==> config.mk <==
export PLATFORM = sky130hd
export DESIGN_NAME = tlc_timed_ctrl
export DESIGN_NICKNAME = d
export VERILOG_FILES = /design/src/rtl/tlc_timed_ctrl.sv
export SDC_FILE = /design/constraint.sdc
export NUM_CORES = 1
export LEC_CHECK = 0
export CORE_MARGIN = 1.5
export CORE_UTILIZATION = 54
export DETAILED_ROUTE_END_ITERATION = 7
export GPL_ROUTABILITY_DRIVEN = 0
export PLACE_DENSITY = 0.78
export RECOVER_POWER = 50
export SETUP_SLACK_MARGIN = 0.05
export SYNTH_ARGS = -nofsm -noshare
export SYNTH_HDL_FRONTEND = slang
export SYNTH_SLANG_ARGS = --single-unit
export TNS_END_PERCENT = 50
==> constraint.sdc <==
create_clock -name CLOCK -period 3 [get_ports CLOCK]
set_input_delay 0.45 -clock CLOCK [delete_from_list [all_inputs] [get_ports CLOCK]]
set_output_delay 0.45 -clock CLOCK [all_outputs]
set_load 0.01 [all_outputs]
==> src/rtl/tlc_timed_ctrl.sv <==
// Timer-driven highway/farm-road traffic light controller with latched sensor requests.
// Optional night-flash override is enabled by defining TLC_FLASH_EN.
module tlc_timed_ctrl #(
    parameter int CNT_W       = 8,
    parameter int T_GREEN_MIN = 20,
    parameter int T_YELLOW    = 4,
    parameter int T_LEFT      = 10,
    parameter int T_FARM      = 12,
    parameter int T_ALLRED    = 2
) (
    input  logic       CLOCK,
    input  logic       RESET_N,
    input  logic       TICK,
    input  logic       HS,
    input  logic       FS,
`ifdef TLC_FLASH_EN
    input  logic       FLASH,
`endif
    output logic       HGREEN,
    output logic       HYELLOW,
    output logic       HLEFT,
    output logic       HRED,
    output logic       FGREEN,
    output logic       FYELLOW,
    output logic       FLEFT,
    output logic       FRED,
    output logic [2:0] PHASE
);

    typedef enum logic [2:0] {
        ST_HG  = 3'd0,
        ST_HY  = 3'd1,
        ST_HL  = 3'd2,
        ST_HLY = 3'd3,
        ST_AR  = 3'd4,
        ST_FG  = 3'd5,
        ST_FY  = 3'd6,
        ST_AR2 = 3'd7
    } state_t;

    localparam logic [CNT_W-1:0] LIM_GMIN   = CNT_W'(T_GREEN_MIN - 1);
    localparam logic [CNT_W-1:0] LIM_YELLOW = CNT_W'(T_YELLOW - 1);
    localparam logic [CNT_W-1:0] LIM_LEFT   = CNT_W'(T_LEFT - 1);
    localparam logic [CNT_W-1:0] LIM_FARM   = CNT_W'(T_FARM - 1);
    localparam logic [CNT_W-1:0] LIM_ALLRED = CNT_W'(T_ALLRED - 1);
    localparam logic [CNT_W-1:0] TMR_MAX    = {CNT_W{1'b1}};
    localparam logic [7:0]       LAMPS_RST  = 8'b1000_0001;

    state_t           state_q, state_d;
    logic [CNT_W-1:0] timer_q, timer_d;
    logic             hs_req_q, hs_req_d;
    logic             fs_req_q, fs_req_d;
    logic [7:0]       lamps_q, lamps_d;
    logic             hold_s;
    logic             restart_s;
`ifdef TLC_FLASH_EN
    logic             flash_q, flash_d;
    logic             blink_q, blink_d;
`endif

    // Lamp bit order: {HGREEN, HYELLOW, HLEFT, HRED, FGREEN, FYELLOW, FLEFT, FRED}
    function automatic logic [7:0] lamp_decode(input state_t s);
        logic [7:0] l;
        case (s)
            ST_HG:   l = 8'b1000_0001;
            ST_HY:   l = 8'b0100_0001;
            ST_HL:   l = 8'b0010_0001;
            ST_HLY:  l = 8'b0100_0001;
            ST_AR:   l = 8'b0001_0001;
            ST_FG:   l = 8'b0001_1010;
            ST_FY:   l = 8'b0001_0100;
            ST_AR2:  l = 8'b0001_0001;
            default: l = 8'b0001_0001;
        endcase
        return l;
    endfunction

    // Next-state, timer, request latch and lamp computation
    always_comb begin
        state_d   = state_q;
        timer_d   = timer_q;
        hold_s    = 1'b0;
        restart_s = 1'b0;
`ifdef TLC_FLASH_EN
        flash_d = FLASH;
        if (!flash_q && FLASH) begin
            blink_d = 1'b1;
        end else if (flash_q && TICK) begin
            blink_d = ~blink_q;
        end else begin
            blink_d = blink_q;
        end
        if (FLASH) begin
            hold_s = 1'b1;
        end else if (flash_q) begin
            restart_s = 1'b1;
        end else begin
            hold_s = 1'b0;
        end
`endif
        if (restart_s) begin
            state_d = ST_AR2;
        end else if (TICK && !hold_s) begin
            case (state_q)
                ST_HG:   if ((timer_q >= LIM_GMIN) && (hs_req_q || fs_req_q)) state_d = ST_HY;
                         else state_d = ST_HG;
                ST_HY:   if (timer_q == LIM_YELLOW) state_d = hs_req_q ? ST_HL : ST_AR;
                         else state_d = ST_HY;
                ST_HL:   if (timer_q == LIM_LEFT) state_d = ST_HLY;
                         else state_d = ST_HL;
                ST_HLY:  if (timer_q == LIM_YELLOW) state_d = ST_AR;
                         else state_d = ST_HLY;
                ST_AR:   if (timer_q == LIM_ALLRED) state_d = fs_req_q ? ST_FG : ST_HG;
                         else state_d = ST_AR;
                ST_FG:   if (timer_q == LIM_FARM) state_d = ST_FY;
                         else state_d = ST_FG;
                ST_FY:   if (timer_q == LIM_YELLOW) state_d = ST_AR2;
                         else state_d = ST_FY;
                ST_AR2:  if (timer_q == LIM_ALLRED) state_d = ST_HG;
                         else state_d = ST_AR2;
                default: state_d = ST_HG;
            endcase
        end else begin
            state_d = state_q;
        end

        if (restart_s || (state_d != state_q)) begin
            timer_d = {CNT_W{1'b0}};
        end else if (TICK && !hold_s && (timer_q != TMR_MAX)) begin
            timer_d = timer_q + {{(CNT_W-1){1'b0}}, 1'b1};
        end else begin
            timer_d = timer_q;
        end

        // Clearing on entry into the served phase beats a simultaneous set
        hs_req_d = hs_req_q || (HS && (state_q != ST_HL));
        if ((state_d == ST_HL) && (state_q != ST_HL)) begin
            hs_req_d = 1'b0;
        end else begin
            hs_req_d = hs_req_d;
        end
        fs_req_d = fs_req_q || (FS && (state_q != ST_FG));
        if ((state_d == ST_FG) && (state_q != ST_FG)) begin
            fs_req_d = 1'b0;
        end else begin
            fs_req_d = fs_req_d;
        end

`ifdef TLC_FLASH_EN
        if (flash_d) begin
            lamps_d = {1'b0, blink_d, 5'b0_0000, blink_d};
        end else begin
            lamps_d = lamp_decode(state_d);
        end
`else
        lamps_d = lamp_decode(state_d);
`endif
    end

    // State, timer, request and output registers
    always_ff @(posedge CLOCK or negedge RESET_N) begin
        if (!RESET_N) begin
            state_q  <= ST_HG;
            timer_q  <= {CNT_W{1'b0}};
            hs_req_q <= 1'b0;
            fs_req_q <= 1'b0;
            lamps_q  <= LAMPS_RST;
`ifdef TLC_FLASH_EN
            flash_q  <= 1'b0;
            blink_q  <= 1'b1;
`endif
        end else begin
            state_q  <= state_d;
            timer_q  <= timer_d;
            hs_req_q <= hs_req_d;
            fs_req_q <= fs_req_d;
            lamps_q  <= lamps_d;
`ifdef TLC_FLASH_EN
            flash_q  <= flash_d;
            blink_q  <= blink_d;
`endif
        end
    end

    assign {HGREEN, HYELLOW, HLEFT, HRED, FGREEN, FYELLOW, FLEFT, FRED} = lamps_q;
    assign PHASE = state_q;

endmodule
==> implementation parameters <==
Parameter                              Value

Run status
  Outcome ... finished, final reports clean

Global route
  Maximum number of pins on one net before global-route repair ... 20
  Initial antenna violation count ... 0
  Total routing resource utilization after global routing ... 0.2423
  Via count of the first global-routing pass ... 981
  Grt total ovfl ... 0
  First-pass GRT wire length ... around 4.7 mm

Timing
  Slew at the pin closest to its max-slew limit ... 0.8571 ns
  Count of final hold-check violations ... 0
  Setup repair after global routing missed its margin ... no
  Count of endpoints failing setup in the final report ... 0
  Final Cycle Share ... 0.8405
  Final min period ... 2.521 ns
  Worst max-slew margin expressed relative to the limit ... 0.4267
  Max Freq ... 396.6 MHz
  Max-slew violations ... 0
  Post-Route Setup TNS ... 0 ns
  Fin worst setup slack ... between 0.4 and 0.5 ns
  Final setup skew ... 0.008944 ns

Synthesis
  Dominant cell type by area after synthesis ... dfrtp_1
  Nets in the synthesized netlist ... 149
  Total number of yosys warnings ... 0
  Share of synthesized area occupied by flip-flops and latches ... 0.3828
  Number of enable flip-flop cells after synthesis ... 0
  Mean cell area of the mapped netlist ... 8.983 um2
  Most frequent cells after synthesis ... dfrtp_1, nor2_1, nand2_1
  Share of flip-flops with an asynchronous set or reset after synthesis ... 1.000
  Number of different library cells in the post-synthesis netlist ... 51
  Leading post-synthesis cells by cell area ... dfrtp_1, ha_1, nor2_1, dfstp_2, a21oi_1
  Post-synthesis cell count ... 139
  Most used flip-flop cell after synthesis ... dfrtp_1
  Synth top area share ... 0.3407
  Cell with the most instances after synthesis ... dfrtp_1
  Register bit total from synthesis ... 19
  Cell area after technology mapping ... 1249 um2

Clock network
  CTS tree ... yes
  Hold_buf cts ... 0
  Clk pin slew, worst setup/hold paths ... roughly 0.11 ns
  Count of cells resized by post-cts repair ... 0
  Number of buffers created by CTS ... 3
  Number of clock sinks seen by CTS ... 19
  CTS max path bufs ... 2
  Clock latency on the worst-skew pair ... 0.31 ns
  Post-CTS setup buffers ... 0
  H-tree levels ... 1
  Root cell of the clock tree ... clkbuf_4

Cells and area
  Sequential cell area ... 478.0 um2
  End-of-flow core utilization ... 0.6431
  Net total in the final layout ... 160
  Diodes inserted ... 0
  Area growth from synthesis to layout ... 12.83%
  Fraction of layout cells with a size suffix above 1 ... 0.1208
  Area of the multi-input gates ... a little under 700 um2
  Fill cell instance count of the final layout ... 192

Setup path
  Slowest Stage Delay on Critical Path ... approximately 0.45 ns
  Worst-path fanout max ... 11
  Reg2Reg Launch Point ... timer_q[0]
  Worst path slowest cell ... dfrtp_1
  Cell chain of the critical path ... ha_1 -> o31ai_1 -> a211oi_1 -> a21o_1 -> a211oi_1 -> inv_1 -> ha_1 -> and2_1
  Setup crit start kind ... flip-flop
  Required time of the worst setup path ... 3.20 ns
  Terminus of the critical flop-to-flop path ... lamps_q[3]
  Element type at the critical path end ... flip-flop
  Critical Path AT ... ~2.7 ns
  Count of cells along the worst register-to-register path ... 8
  Buffers plus inverters on the worst setup path ... 1
  Top delay family on crit path ... compound AO/OA/AOI/OAI gates
  Register-to-register setup slack ... 0.48 ns
  Type of the worst setup path ... flip-flop to flip-flop

Die
  Core outline area ... ~2200 um2
  Die Width ... 51.09 um
  Number of top-level pins ... 16
  Starting utilization of the core area ... 0.5700
  Row count ... 17
  Die area ... around 2600 um2
  DIE HEIGHT ... around 51 um

Placed design
  Number of port buffers ... 15
  Half-perimeter wire length after placement ... ~2 mm
  DP Worst Slack ... roughly 0.47 ns

Min path
  Worst hold path depth ... 2
  Worst Hold Path EP ... timer_q[1]
  Min-delay worst type ... flip-flop to flip-flop
  Worst min-delay path startpoint ... timer_q[1]

Power
  IR drop worst, VDD ... 0.0006047 V
  Power per standard cell area ... a little under 900 nW/um2
  Leak pwr ... 0.5999 nW

Routing
  Remaining design rule violation count ... 0
  Average detailed-routed wire length per instance ... about 16 um
  Drt pass-1 iters ... 5
  Mean number of vias per cell ... 6.243
  Number of nets with antenna violations after detailed routing ... 0
  DR iter-0 viols ... 79
  Total routed wirelength ... 2.811 mm
  Total number of vias ... 1105

Run
  Max capacitance violation total ... 0
[power breakdown]
part | total [mW] | internal, mW | switching (mW)
clock network | 0.134 | 0.0519 | 0.0817
registers | 0.470 | 0.350 | 0.120
logic | 0.629 | 0.287 | 0.341
[layout make-up]
| cell class | count | share of cell area |
|---|---|---|
| flip-flops and latches | 19 | 0.3393 |
| inverters | 8 | 0.02131 |
| clock buffers | 4 | 0.01865 |
| well taps | 28 | 0.02487 |
| multi-input cells | 101 | 0.4787 |
| repair buffers | 17 | 0.1172 |
[cells in the final DEF, fill, tap and decap left out, types with 2 or more instances in the layout]
master,count
a211oi_1,2
a21o_1,2
a21oi_1,8
and2_1,4
buf_4,2
clkbuf_4,3
clkdlybuf4s50_1,9
dfrtp_1,17
dfstp_2,2
dlygate4sd3_1,6
ha_1,5
inv_1,8
nand2_1,9
nand2_2,2
nand3_1,3
nand4_1,2
nor2_1,15
nor2b_1,3
nor3_1,3
o21ai_0,7
or3_1,2
xnor2_1,3
xor2_1,3
[per-stage QoR]
step           power [mW]  std cells  area (um2)  hold WS (ns)
2_1_floorplan      0.8800        139        1249        0.1544
5_1_grt             1.329        177        1409        0.6367
4_1_cts             1.229        177        1409        0.5985
3_5_place_dp        1.095        173        1383        0.5707
6_report            1.232        177        1409        0.6009
3_3_place_gp        1.085        173        1383        0.5533
[worst register-to-register path: cells and delay by family (launching register included)]
family,cells,cell delay [ns]
DFF,1,0.45
adders and majority gates,2,0.61
and+or+nand+nor,1,0.13
buffers and inverters,1,0.15
AOI/OAI and AO/OA,4,1.08
[kinds of logic (layout without fill, tap and decap cells)]
logic type	count (synthesis)	count (layout)	synth area share
buffers and inverters	19	29	0.07715
flip-flops	19	19	0.3828
AND/OR/NAND/NOR	59	59	0.2735
multiplexers	1	1	0.009017
AO/OA/AOI/OAI	30	30	0.1653
XOR/XNOR	6	6	0.04209
adder cells (fa/ha/maj)	5	5	0.05010
[how the worst max path moves through the flow]
stage / depth (start not counted) / from / slack (ns) / endpoint
floorplan: 9 / timer_q[0] / 0.80 / lamps_q[3]
global placement: 7 / TICK / 0.62 / lamps_q[3]
detailed placement: 7 / TICK / 0.47 / lamps_q[3]
CTS: 8 / timer_q[0] / 0.50 / lamps_q[3]
global route: 8 / timer_q[0] / 0.27 / lamps_q[3]
finish: 8 / timer_q[0] / 0.48 / lamps_q[3]
[flip-flops by register name, indices dropped and copies added (netlist names)]
name and cells:
PHASE 2, timer_q 8, lamps_q 7, hs_req_q 1
fs_req_q 1
[layer usage]
layer	vias to the layer above	wire (um)	global-route usage
met4	0	97	0.09910
met3	20	268	0.05848
met1	499	1181	0.3524
met2	72	1264	0.3442
met5	-	0	0
li1	514	-	-
(Power assumes the default switching activity.)
